$ cat src/rtl/ram16_arbiter.sv
// ram16_arbiter: two-port arbiter/sequencer in front of a single ram16.
// Each granted access gets one RAM cycle (ACCESS) followed by a one-cycle
// ack pulse (ACK). Simultaneous requests use round-robin arbitration. Define
// RAM16_ARB_FIXED_PRIO_EN to give port 0 fixed priority instead.
module ram16_arbiter #(
  parameter int unsigned ADDR_SIZE = 9
) (
  input  logic                 clk,
  input  logic                 reset,
  input  logic                 req0,
  input  logic                 we0,
  input  logic [ADDR_SIZE-1:0] addr0,
  input  logic [15:0]          wdata0,
  output logic                 ack0,
  output logic [15:0]          rdata0,
  input  logic                 req1,
  input  logic                 we1,
  input  logic [ADDR_SIZE-1:0] addr1,
  input  logic [15:0]          wdata1,
  output logic                 ack1,
  output logic [15:0]          rdata1,
  output logic [ADDR_SIZE-1:0] ram_addr,
  output logic [15:0]          ram_data_in,
  output logic                 ram_write_rq,
  output logic                 ram_output_en,
  input  logic [15:0]          ram_data_out,
  output logic                 busy
);

  typedef enum logic [1:0] {IDLE, ACCESS, ACK} state_e;

  state_e                 state_q;
  logic                   grant_q;       // port owning the current transaction
  logic                   ack0_q, ack1_q;
  logic [15:0]            rdata0_q, rdata1_q;
  logic [ADDR_SIZE-1:0]   ram_addr_q;
  logic [15:0]            ram_data_in_q;
  logic                   ram_write_rq_q, ram_output_en_q;
  logic                   busy_q;
  logic                   grant_d;       // winner if a grant happens this cycle
  logic                   any_req;
`ifndef RAM16_ARB_FIXED_PRIO_EN
  logic                   last_grant_q;
`endif

  // Arbitration: choose the winner among current requests
  always_comb begin
    any_req = req0 | req1;
`ifdef RAM16_ARB_FIXED_PRIO_EN
    grant_d = ~req0;
`else
    if (req0 && req1) grant_d = ~last_grant_q;
    else              grant_d = ~req0;
`endif
  end

  // Sequencer FSM: IDLE -> ACCESS (one RAM cycle) -> ACK (one-cycle ack)
  always_ff @(posedge clk or negedge reset) begin
    if (!reset) begin
      state_q         <= IDLE;
      grant_q         <= 1'b0;
      ack0_q          <= 1'b0;
      ack1_q          <= 1'b0;
      rdata0_q        <= '0;
      rdata1_q        <= '0;
      ram_addr_q      <= '0;
      ram_data_in_q   <= '0;
      ram_write_rq_q  <= 1'b0;
      ram_output_en_q <= 1'b0;
      busy_q          <= 1'b0;
`ifndef RAM16_ARB_FIXED_PRIO_EN
      last_grant_q    <= 1'b1;
`endif
    end else begin
      case (state_q)
        IDLE: begin
          if (any_req) begin
            ram_addr_q      <= grant_d ? addr1  : addr0;
            ram_data_in_q   <= grant_d ? wdata1 : wdata0;
            ram_write_rq_q  <= grant_d ? we1    : we0;
            ram_output_en_q <= grant_d ? ~we1   : ~we0;
            grant_q         <= grant_d;
`ifndef RAM16_ARB_FIXED_PRIO_EN
            last_grant_q    <= grant_d;
`endif
            busy_q          <= 1'b1;
            state_q         <= ACCESS;
          end
        end
        ACCESS: begin
          if (ram_output_en_q) begin
            if (grant_q) rdata1_q <= ram_data_out;
            else         rdata0_q <= ram_data_out;
          end
          ram_write_rq_q  <= 1'b0;
          ram_output_en_q <= 1'b0;
          ack0_q          <= ~grant_q;
          ack1_q          <= grant_q;
          state_q         <= ACK;
        end
        ACK: begin
          ack0_q  <= 1'b0;
          ack1_q  <= 1'b0;
          busy_q  <= 1'b0;
          state_q <= IDLE;
        end
        default: state_q <= IDLE;
      endcase
    end
  end

  assign ack0          = ack0_q;
  assign ack1          = ack1_q;
  assign rdata0        = rdata0_q;
  assign rdata1        = rdata1_q;
  assign ram_addr      = ram_addr_q;
  assign ram_data_in   = ram_data_in_q;
  assign ram_write_rq  = ram_write_rq_q;
  assign ram_output_en = ram_output_en_q;
  assign busy          = busy_q;

endmodule

$ cat config.mk
export PLATFORM = sky130hd
export DESIGN_NAME = ram16_arbiter
export DESIGN_NICKNAME = d
export VERILOG_FILES = /design/src/rtl/ram16_arbiter.sv
export SDC_FILE = /design/constraint.sdc
export NUM_CORES = 1
export LEC_CHECK = 0
export ABC_AREA = 1
export BUFFER_PORTS_ARGS = -buffer_cell sky130_fd_sc_hd__buf_4
export CAP_MARGIN = 20
export CORE_MARGIN = 1.5
export CORE_UTILIZATION = 50
export CTS_BUF_LIST = sky130_fd_sc_hd__clkbuf_2
export CTS_CLUSTER_DIAMETER = 40
export DETAILED_ROUTE_END_ITERATION = 12
export PLACE_DENSITY = 0.84
export SYNTH_ARGS = -nofsm -noshare
export SYNTH_HDL_FRONTEND = slang
export SYNTH_SLANG_ARGS = --single-unit
$ cat constraint.sdc
create_clock -name clk -period 2 [get_ports clk]
set_input_delay 0.3 -clock clk [delete_from_list [all_inputs] [get_ports clk]]
set_output_delay 0.3 -clock clk [all_outputs]
set_load 0.02 [all_outputs]
# ---- Word-level counts from Yosys, hierarchy flattened
# Index checks and enable logic that the tools add are counted.
dict set report op_classes {
  n_eq_ne 3
  muxes 15
  bitwise_logic 6
  n_reduce_logical 10
}
# operator count
set op_table {}
lappend op_table {{2-to-1 mux 16 bit} 1}
lappend op_table {{case mux 1 bit (2 select lines)} 5}
lappend op_table {{2-to-1 mux 9 bit} 1}
lappend op_table {{2-to-1 mux 1 bit} 6}
lappend op_table {{AND reduction 2 bit} 3}
lappend op_table {{AND reduction 3 bit} 2}
lappend op_table {{nonzero test 2 bit} 3}
lappend op_table {{NOT 1 bit} 5}
lappend op_table {{case mux 2 bit (2 select lines)} 1}
lappend op_table {{== test 2 x 1 -> 1 bit (second input constant)} 1}
lappend op_table {{== test 2 bit (second input constant)} 1}
lappend op_table {{logical NOT 2 bit} 1}
lappend op_table {{2-to-1 mux 2 bit} 1}
lappend op_table {{!= test 2 bit (second input constant)} 1}
lappend op_table {{logical AND 1 bit} 1}
lappend op_table {{OR 1 bit} 1}
dict set report totals {
  ff_bits 66
  inputBits 72
  out_inout_bits 62
  word_cells 46
}

# ---- Depth between registers and ports, before layout
# Gate-level depths: netlist (run 1).
dict set report depth {
  depth_word 5
  mapped_depth 8
  mapped_depth_nobuf 6
}

# ---- Least setup slack after synthesis (run 1)
# Ideal clock, no wire load.
dict set report synth_timing {
  path_type {register to register}
  from {register state_q[0]}
  to {register ram_addr_q[0] (netlist: ram_addr[0])}
  arrival_time_ns 1.275
  path_slack_ns 0.660
  path_stages_with_launch 9
  n_path_buf 2
  period_less_slack_ns 1.340
  cell_sequence {dfrtp_1 > inv_1 > ha_1 > o21ai_4 > inv_2 > buf_4 > buf_6 > nand3_1 > nand2_1}
}
dict set report synth_via {
  elab_chain_cells 2
}
# item line
set synth_lines {}
lappend synth_lines {{from (decl)} 32} ;# state_e state_q;
lappend synth_lines {{from (signal assigned)} 60} ;# state_q <= IDLE;
lappend synth_lines {{from (signal assigned)} 87} ;# state_q <= ACCESS;
lappend synth_lines {{from (signal assigned)} 99} ;# state_q <= ACK;
lappend synth_lines {{logical NOT 2 bit} 75} ;# case (state_q)
lappend synth_lines {{AND reduction 2 bit (no line)} --}
lappend synth_lines {{to (signal assigned)} 78} ;# ram_addr_q <= grant_d ? addr1 : addr0;
lappend synth_lines {{to (decl)} 36} ;# logic [ADDR_SIZE-1:0] ram_addr_q;
# Every way passes these cells.
# A chain may end at the register's enable or synchronous reset.

# ---- Worst setup path in the final report (run 1)
dict set report layout_timing {
  from {register state_q[0]}
  to {register grant_q}
}
dict set report layout_via {
  elab_chain_cells 2
}
# item line
set layout_lines {}
lappend layout_lines {{logical NOT 2 bit} 75}
lappend layout_lines {{AND reduction 2 bit (no line)} --}
lappend layout_lines {{to (signal assigned)} 82} ;# grant_q <= grant_d;
lappend layout_lines {{to (decl)} 33} ;# logic grant_q;
# Every way passes these cells.

==> flow_results.org, run 1 <==
** GRT
- Grt met1 use :: 0.2991
- Antenna violations before repair :: 0
- Global-route layer with the greatest usage :: met2
- In the global route stage, met2 resource usage came out at 0.3825.
- The first global-routing pass estimated between 10000 and 15000 microns of wire.
- Summed over all layers, the global routing overflow is 0.
- The number of global-route vias before repair came to 2624.
- All-Layer GR Usage :: 0.2374
- Largest net degree at the start of global routing :: 67
- Grt met3 use :: 0.06742

** Timing
- The worst path in the final design needs a cycle of 1.592 ns, including I/O delays and setup.
- The count of pins over their slew limit is 0.
- Highest Clock Rate :: 628.2 MHz
- RSZ-0062 raised after global routing :: false
- Aggregate negative setup slack :: 0 ns
- Maximum clock skew at final layout :: between 0.02 and 0.025 ns
- In the finished design, the share of the clock period the worst path needs comes to 0.7959.
- Slack of the critical path :: 0.4082 ns
- Setup violations remaining at the end of the flow were counted as 0.
- The number of failing hold endpoints at the final stage is 0.
- Relative slew slack :: 0.4564
- Actual transition at the worst max-transition pin :: 0.8154 ns

** Cells and area
- Fraction of layout instances using a drive strength above 1 :: 0.3185
- Final Instance Count excl. Fillers :: 571
- From synthesis to final layout, the design area changed by 38.12%.
- Register cell area after layout :: 1653 sq um
- Once layout is complete, the utilization of the core stands at 0.7109.
- Count of fill cells added during filler insertion :: 474
- The multi-input combinational cells in the finished layout cover a total of 1085 sq um.
- 0 antenna diodes ended up in the layout.
- Final net count :: 567

** Floorplan
- Cell Rows :: 28
- Overall die area :: 6534 sq um
- 134 I/O pins were placed.
- Core footprint :: 5886 sq um
- Die X-Extent :: roughly 80 microns
- Initial Util :: 0.5147
- The die is 80.84 microns tall.

** Worst setup path
- Largest delay contributor family on the critical path :: buffers and inverters
- Data on the critical path is required at its endpoint by 2.41 ns.
- On the worst path, the slowest cell contributes a delay of 0.42 ns.
- In this run the worst path has a maximum fanout of 29.
- Element type at the critical path end :: register
- Cell type of the slowest stage on the worst timing path :: sky130_fd_sc_hd__dfrtp_1
- Walking the worst path, the cells encountered are inv_1, ha_1, o21ai_4, inv_2, nand2_1, o21ai_0.
- Category of the critical setup timing path :: register to register
- Together, buffers and inverters on the worst path number 2.
- Worst endpoint data arrival time :: 2.00 ns
- Element type at the critical path start :: register

** Detailed routing
- The first TritonRoute pass finished after 5 iterations.
- The detailed router finished its first iteration with roughly 140 violations.
- Vias :: about 2.8k
- The final layout contains routed wiring with a total length of between 7000 and 8000 microns.
- In the routed layout, each cell is associated on average with a via count of slightly below 5.
- Average wire per standard cell :: between 10 and 15 microns
- For this run, design rule violations remaining after detail routing come to 0.
- Final ANT Viol Nets :: 0

** Synth
- Synthesis produced between 300 and 400 cells.
- Among all flip-flop cells after synthesis, the most frequent one is sky130_fd_sc_hd__dfrtp_1.
- Of the synthesized area, sequential elements account for 0.5456.
- Net count after synthesis :: between 400 and 500
- By area, the combinational part of the netlist is dominated by simple AND/OR/NAND/NOR gates.
- The portion of synthesized area spent on multiplexers is 0.
- Of the total synthesized cell area, the portion taken by XOR and XNOR cells is 0.
- The synthesized netlist occupies a cell area of 3029 sq um.
- Number of unique standard cell types used by synthesis :: 19
- Main area contributors after synthesis :: sky130_fd_sc_hd__dfrtp_1, sky130_fd_sc_hd__nand2_1, sky130_fd_sc_hd__inv_1
- Area share of the leading cell type in the synthesized netlist :: 0.5370
- Cell type with the largest total area after synthesis :: sky130_fd_sc_hd__dfrtp_1
- In this run, synthesis inferred 0 flip-flops with an integrated enable.
- Of the total synthesized cell area, the portion taken by full adders, half adders and majority gates is 0.01652.
- Of the total synthesized cell area, the portion taken by AND, OR, NAND and NOR gates is 0.2660.
- Yosys printed 0 warnings.
- The compound-gate portion of the synthesized area was 0.07559.
- Avg Inst Size Synth :: 8.414 sq um
- After synthesis the netlist holds a flip-flop and latch count of 66.
- In the synthesized netlist the async set-or-reset flop fraction comes to 1.000.

** Hold path
- The min-delay analysis places its worst path in the category input pin to register.

** Power
- Leakage dissipation :: 2.365 nW
- Comb power frac :: 0.512
- Of the total power, the share spent switching nets is 0.4384.
- Share of total power in the clock network :: 0.119
- In this run the power density over the cells is 1557 nW/um^2.
- Of the total power, registers draw 0.369.
- VDD sags by at most 1.087 mV.
- For this design the total switching power over the nets is 0.002857 W.
- Internal power comes to 0.003659 W.

** Clocking
- The H-tree was split into 3 levels.
- CTS saw 66 sinks.
- Clock tree from TritonCTS :: built
- Post-CTS clock slew at the launch and capture registers of the worst setup and hold paths :: 0.20 ns
- In this run the deepest clock path goes through 2 buffers.
- Insertion delay of the later-clocked pin in the worst-skew pair :: between 0.4 and 0.5 ns
- Root buffer cell :: sky130_fd_sc_hd__clkbuf_2
- The number of clock buffers added by TritonCTS is 9.

** Placed design
- The wire-length estimate of the detail-placed layout is 5225 microns.
- Number of port buffers :: 133
- Worst slack at placement :: 0.4345 ns
- The congestion estimate from routability-driven global placement came to 0.8213.
- Cell count after placement :: about 550

** Run status
- The run finished with clean final reports.

** Run
- # Max-Cap Violations :: 0
[registers in the layout, indices dropped and copies added, names as in the netlist]
register / count
ram_data_in: 16
rdata1: 16
ram_output_en: 1
ack1: 1
ack0: 1
rdata0: 16
state_q: 2
grant_q: 1
last_grant_q: 1
ram_addr: 9
busy: 1
ram_write_rq: 1
[stage by stage]
stage	area [sq um]	hold slack [ns]	power, W
floorplan	3029	0.004409	0.004322
global placement	4059	0.4392	0.005674
detailed placement	4059	0.4504	0.005776
CTS	4184	0.02786	0.006561
global route	4184	0.02944	0.007007
finish	4184	0.05600	0.006516
[per-layer routing]
layer | vias to the layer above | share of wire
met2 | 105 | 0.49
met5 | - | 0
met1 | 1285 | 0.43
li1 | 1384 | -
met4 | 0 | 0.012
met3 | 7 | 0.072
[power by group through the flow]
stage / combinational (W) / clock, W / sequential (W)
after global placement: 0.00327 / 0 / 0.00241
after global routing: 0.00367 / 0.000860 / 0.00248
final: 0.00334 / 0.000772 / 0.00241
after CTS: 0.00336 / 0.000794 / 0.00240
after floorplan: 0.00117 / 0 / 0.00316
after detailed placement: 0.00336 / 0 / 0.00241
[timing repair]
action                    in CTS  in global routing
hold buffers                   1                  0
hold endpoints to repair      65                  0
setup buffers                  0                  0
resized for setup              0                  0
[worst min-delay path: stages]
cell                      delay [ns]
sky130_fd_sc_hd__buf_4          0.11
sky130_fd_sc_hd__inv_1          0.05
sky130_fd_sc_hd__o21ai_0        0.07
[synth_stat cells, types with 3 or more instances]
library cell and count:
sky130_fd_sc_hd__nand3_1 30, sky130_fd_sc_hd__nand2_1 117, sky130_fd_sc_hd__clkbuf_1 9, sky130_fd_sc_hd__buf_2 5
sky130_fd_sc_hd__nand3b_1 26, sky130_fd_sc_hd__inv_1 52, sky130_fd_sc_hd__dfrtp_1 65, sky130_fd_sc_hd__ha_1 4
sky130_fd_sc_hd__buf_4 3, sky130_fd_sc_hd__o21ai_0 37
[placed cells by master (no fill, tap or decap), drive strengths merged, types with 4 or more instances in the layout]
cell,instances
buf,137
o21ai,38
ha,4
dfrtp,65
nand2,119
clkbuf,9
nand3b,26
clkinv,5
inv,53
nand3,30
[path summary, 6_finish.rpt]
path	startpoint	end	slack, ns	cells after the start
min	ram_data_out[12]	rdata1[12]	0.06	3
max in group asynchronous	reset	ram_data_in[2]	1.02	2
max	state_q[0]	grant_q	0.41	6
max reg2reg	state_q[0]	grant_q	0.41	6
min reg2reg	ram_data_in[9]	ram_data_in[9]	0.50	2
min in group asynchronous	reset	rdata1[14]	0.43	2
[cell type report]
class,count,area share
repair buffers,138,0.2482
clock buffers,9,0.01077
multi-input cells,223,0.2593
well taps,75,0.02243
inverters,53,0.04755
flip-flops and latches,66,0.3950
clock inverters,7,0.01675
[kinds of logic after synthesis]
family	Yosys count
and+or+nand+nor	177
buffers and inverters	71
DFF	66
AOI/OAI and AO/OA	42
adders and majority gates	4
No activity file was read; power rests on OpenSTA's default activity.
==> run 2: changes to the inputs <==
- CORE_UTILIZATION: 50 -> 49
- PLACE_DENSITY: 0.84 -> 0.82
- clock period: 2 -> 1.6 ns (I/O delays scaled with it)
==> run 2 against run 1 <==
  * First-iteration DRC count up 1.4%
  * Via count up 5.1%
  * Critical path type unchanged
  * Register-to-register slack worse by 0.29 ns
  * Clock skew up 0.012 ns
  * Clock power up 46%
  * Critical path depth up 1
==> flow_results.org, run 2 (same netlist as run 1, synthesis figures left out) <==
** Floorplan
- From bottom edge to top edge, the die measures 81.63 microns.
- Die X-Extent :: 81.63 microns
- The core region is 5956 sq um.
- Overall die area :: 6663 sq um
- Io pins :: 134
- Initial Util :: 0.5086
- The floorplan has 28 rows.

** Worst setup path
- Category of the critical setup timing path :: register to register
- In this run the number of cells on the critical path is 7.
- Walking the worst path, the cells encountered are inv_1, ha_2, o21ai_4, inv_2, buf_12, nand2_1, o21ai_0.
- Worst R2R End :: last_grant_q
- Crit path capture :: last_grant_q
- Cell type of the slowest stage on the worst timing path :: sky130_fd_sc_hd__dfrtp_1
- Crit path launch :: state_q[0]
- STA classifies the critical path startpoint as a register.
- Element type at the critical path end :: register
- CP required :: 1.99 ns
- The startpoint identified for the worst register-to-register timing path is state_q[0].
- In this run the worst path has a maximum fanout of 27.
- Worst endpoint data arrival time :: roughly 1.9 ns
- Counting both buffers and inverters, the worst setup path holds a total of 3.
- The setup check on the worst reg-to-reg path leaves a slack of 0.12 ns.
- On the worst path, the slowest cell contributes a delay of 0.42 ns.
- Largest delay contributor family on the critical path :: flip-flops
- Number of cells on the worst reg-to-reg path :: 7

** Clocking
- CTS placed an instance of sky130_fd_sc_hd__clkbuf_2 at the clock tree root.
- Insertion delay of the later-clocked pin in the worst-skew pair :: 0.49 ns
- Clock-pin slew was measured on the worst setup and hold paths at 0.21 ns.
- Clock sink count :: 66
- TritonCTS built the clock tree.
- Counting the buffers created by CTS gives 9.
- The clock passes through at most 2 buffers.
- Maximum level of the CTS H-tree :: 3
- Buffers inserted by post-CTS timing repair :: 0

** GRT
- The number of antenna violations at the first check in global routing is 0.
- Via count of the first global-routing pass :: around 2.8k
- Global routing finished with a remaining overflow of 0.
- All-Layer GR Usage :: 0.2566
- The first global-routing pass estimated 12850 microns of wire.
- Largest net degree at the start of global routing :: 36

** Cells and area
- Leaving out fill and tap cells, the most frequent cell in the layout is sky130_fd_sc_hd__buf_4.
- Leading cell types in the layout, fill and taps excluded :: sky130_fd_sc_hd__buf_4, sky130_fd_sc_hd__nand2_1, sky130_fd_sc_hd__dfrtp_1
- Count of fill cells added during filler insertion :: 485
- After routing the design area is ~4400 sq um.
- Area growth syn-to-layout :: 44.28%
- The repair_antennas step left the layout with diodes totalling 0.
- Final net count :: 582
- Of the cells placed in the final design, the portion with a size suffix greater than 1 is 0.3170.

** Detailed routing
- For this block, the initial DRC count from the detailed router was 143.
- For this block, the via count after detailed routing is approximately 2.9k.
- Final ANT Viol Nets :: 0
- Average wire per standard cell :: 14.26 microns
- Number of optimization iterations in the first detailed-route pass :: 4
- Ratio of routed vias to standard cells :: 4.988
- Remaining DRCs :: 0
- Detailed Route WL :: between 8000 and 9000 microns

** Hold path
- Class of the tightest hold or removal check :: input pin to register

** Timing
- Final period util :: 0.9236
- Relative slew slack :: 0.6521
- The count of pins over their slew limit came to 0.
- Shortest period the worst path allows :: 1.478 ns
- Actual transition at the worst max-transition pin :: approximately 0.52 ns
- Maximum clock skew at final layout :: between 0.03 and 0.04 ns
- Final number of hold-violating endpoints :: 0
- Number of setup violations in the final report :: 0
- RSZ-0062 raised after global routing :: false
- Based on the critical path, the design can be clocked at up to 676.7 MHz.
- In the final timing run, aggregate negative setup slack is 0 ns.

** Power
- Summed over all cells, the static leakage comes to 2.442 nW.
- The design draws 0.008483 W.
- Power per standard cell area :: 1941 nW/um^2
- Peak VDD IR :: about 1.3 mV

** Placed design
- The count of buffers added on input and output ports is 133.
- Weighted congestion reported at the end of routability-driven placement :: 0.7903
- Detailed placement finished with a half-perimeter wire length of roughly 5700 microns.
- In this run the cell area measured after placement is 4114 sq um.

** Run status
- Outcome :: complete, no violations

** Run
- # Max-Cap Violations :: 0
[run 2: cell count changes in the layout (fill, tap and decap cells not counted), sizes merged]
cell         previous run  this run
clkinv                  5         1
clkbuf                  9        11
buf                   137       141
bufinv                  1         2
dlygate4sd3             1        12
clkinvlp                1         2
[run 2: worst register-to-register path, stage by stage (launching register included)]
cell and delay [ns]:
sky130_fd_sc_hd__dfrtp_1 0.42, sky130_fd_sc_hd__inv_1 0.13, sky130_fd_sc_hd__ha_2 0.26, sky130_fd_sc_hd__o21ai_4 0.14, sky130_fd_sc_hd__inv_2 0.11, sky130_fd_sc_hd__buf_12 0.17, sky130_fd_sc_hd__nand2_1 0.08, sky130_fd_sc_hd__o21ai_0 0.10
[run 2: metal layers]
| metal | part of all wire | GRT usage |
|---|---|---|
| met1 | 0.40 | 0.3200 |
| met2 | 0.51 | 0.4198 |
| met3 | 0.071 | 0.06667 |
| met4 | 0.019 | 0.1153 |
| met5 | 0 | 0 |
[run 2: stage by stage]
| step | util | setup WS, ns | hold slack (ns) | std cells |
|---|---|---|---|---|
| 3_3_place_gp | 0.6908 | 0.1932 | 0.2257 | 558 |
| 5_1_grt | 0.7338 | 0.003896 | 0.01430 | 586 |
| 2_1_floorplan | - | 0.2599 | -0.05559 | 360 |
| 3_5_place_dp | 0.6908 | 0.09999 | 0.2321 | 558 |
| 6_report | 0.7338 | 0.1222 | 0.03716 | 586 |
| 4_1_cts | 0.7334 | 0.06557 | 0.004792 | 586 |
[run 2: what timing repair did]
action / in CTS / in global routing
setup endpoints to repair: 0 / 23
hold buffers: 12 / 0
hold endpoints to repair: 50 / 0
gates resized for setup: 0 / 1
[run 2: layout make-up]
class	instances	area (sq um)	area share
clock buffer	11	55.05	0.01260
timing repair buffer	153	1204	0.2754
inverter	53	198.9	0.04552
multi-input combinational	223	1087	0.2488
tap	75	93.84	0.02147
clock inverter	5	78.83	0.01804
sequential	66	1653	0.3782
[run 2: worst min path at each step]
stage / startpoint / end / slack, ns / cells after the start
after floorplan: reset / ack0 / -0.06 / 0
after global placement: reset / state_q[0] / 0.23 / 1
after detailed placement: reset / busy / 0.23 / 1
after CTS: ram_data_out[11] / rdata0[11] / 0.005 / 3
after global routing: ram_data_out[11] / rdata0[11] / 0.01 / 3
final: wdata1[9] / ram_data_in[9] / 0.04 / 5
[run 2: power by group]
part / total [W] / switching, W / internal (W)
Combinational: 0.00433 / 0.00254 / 0.00179
Clock: 0.00113 / 0.000604 / 0.000525
Sequential: 0.00303 / 0.000510 / 0.00252
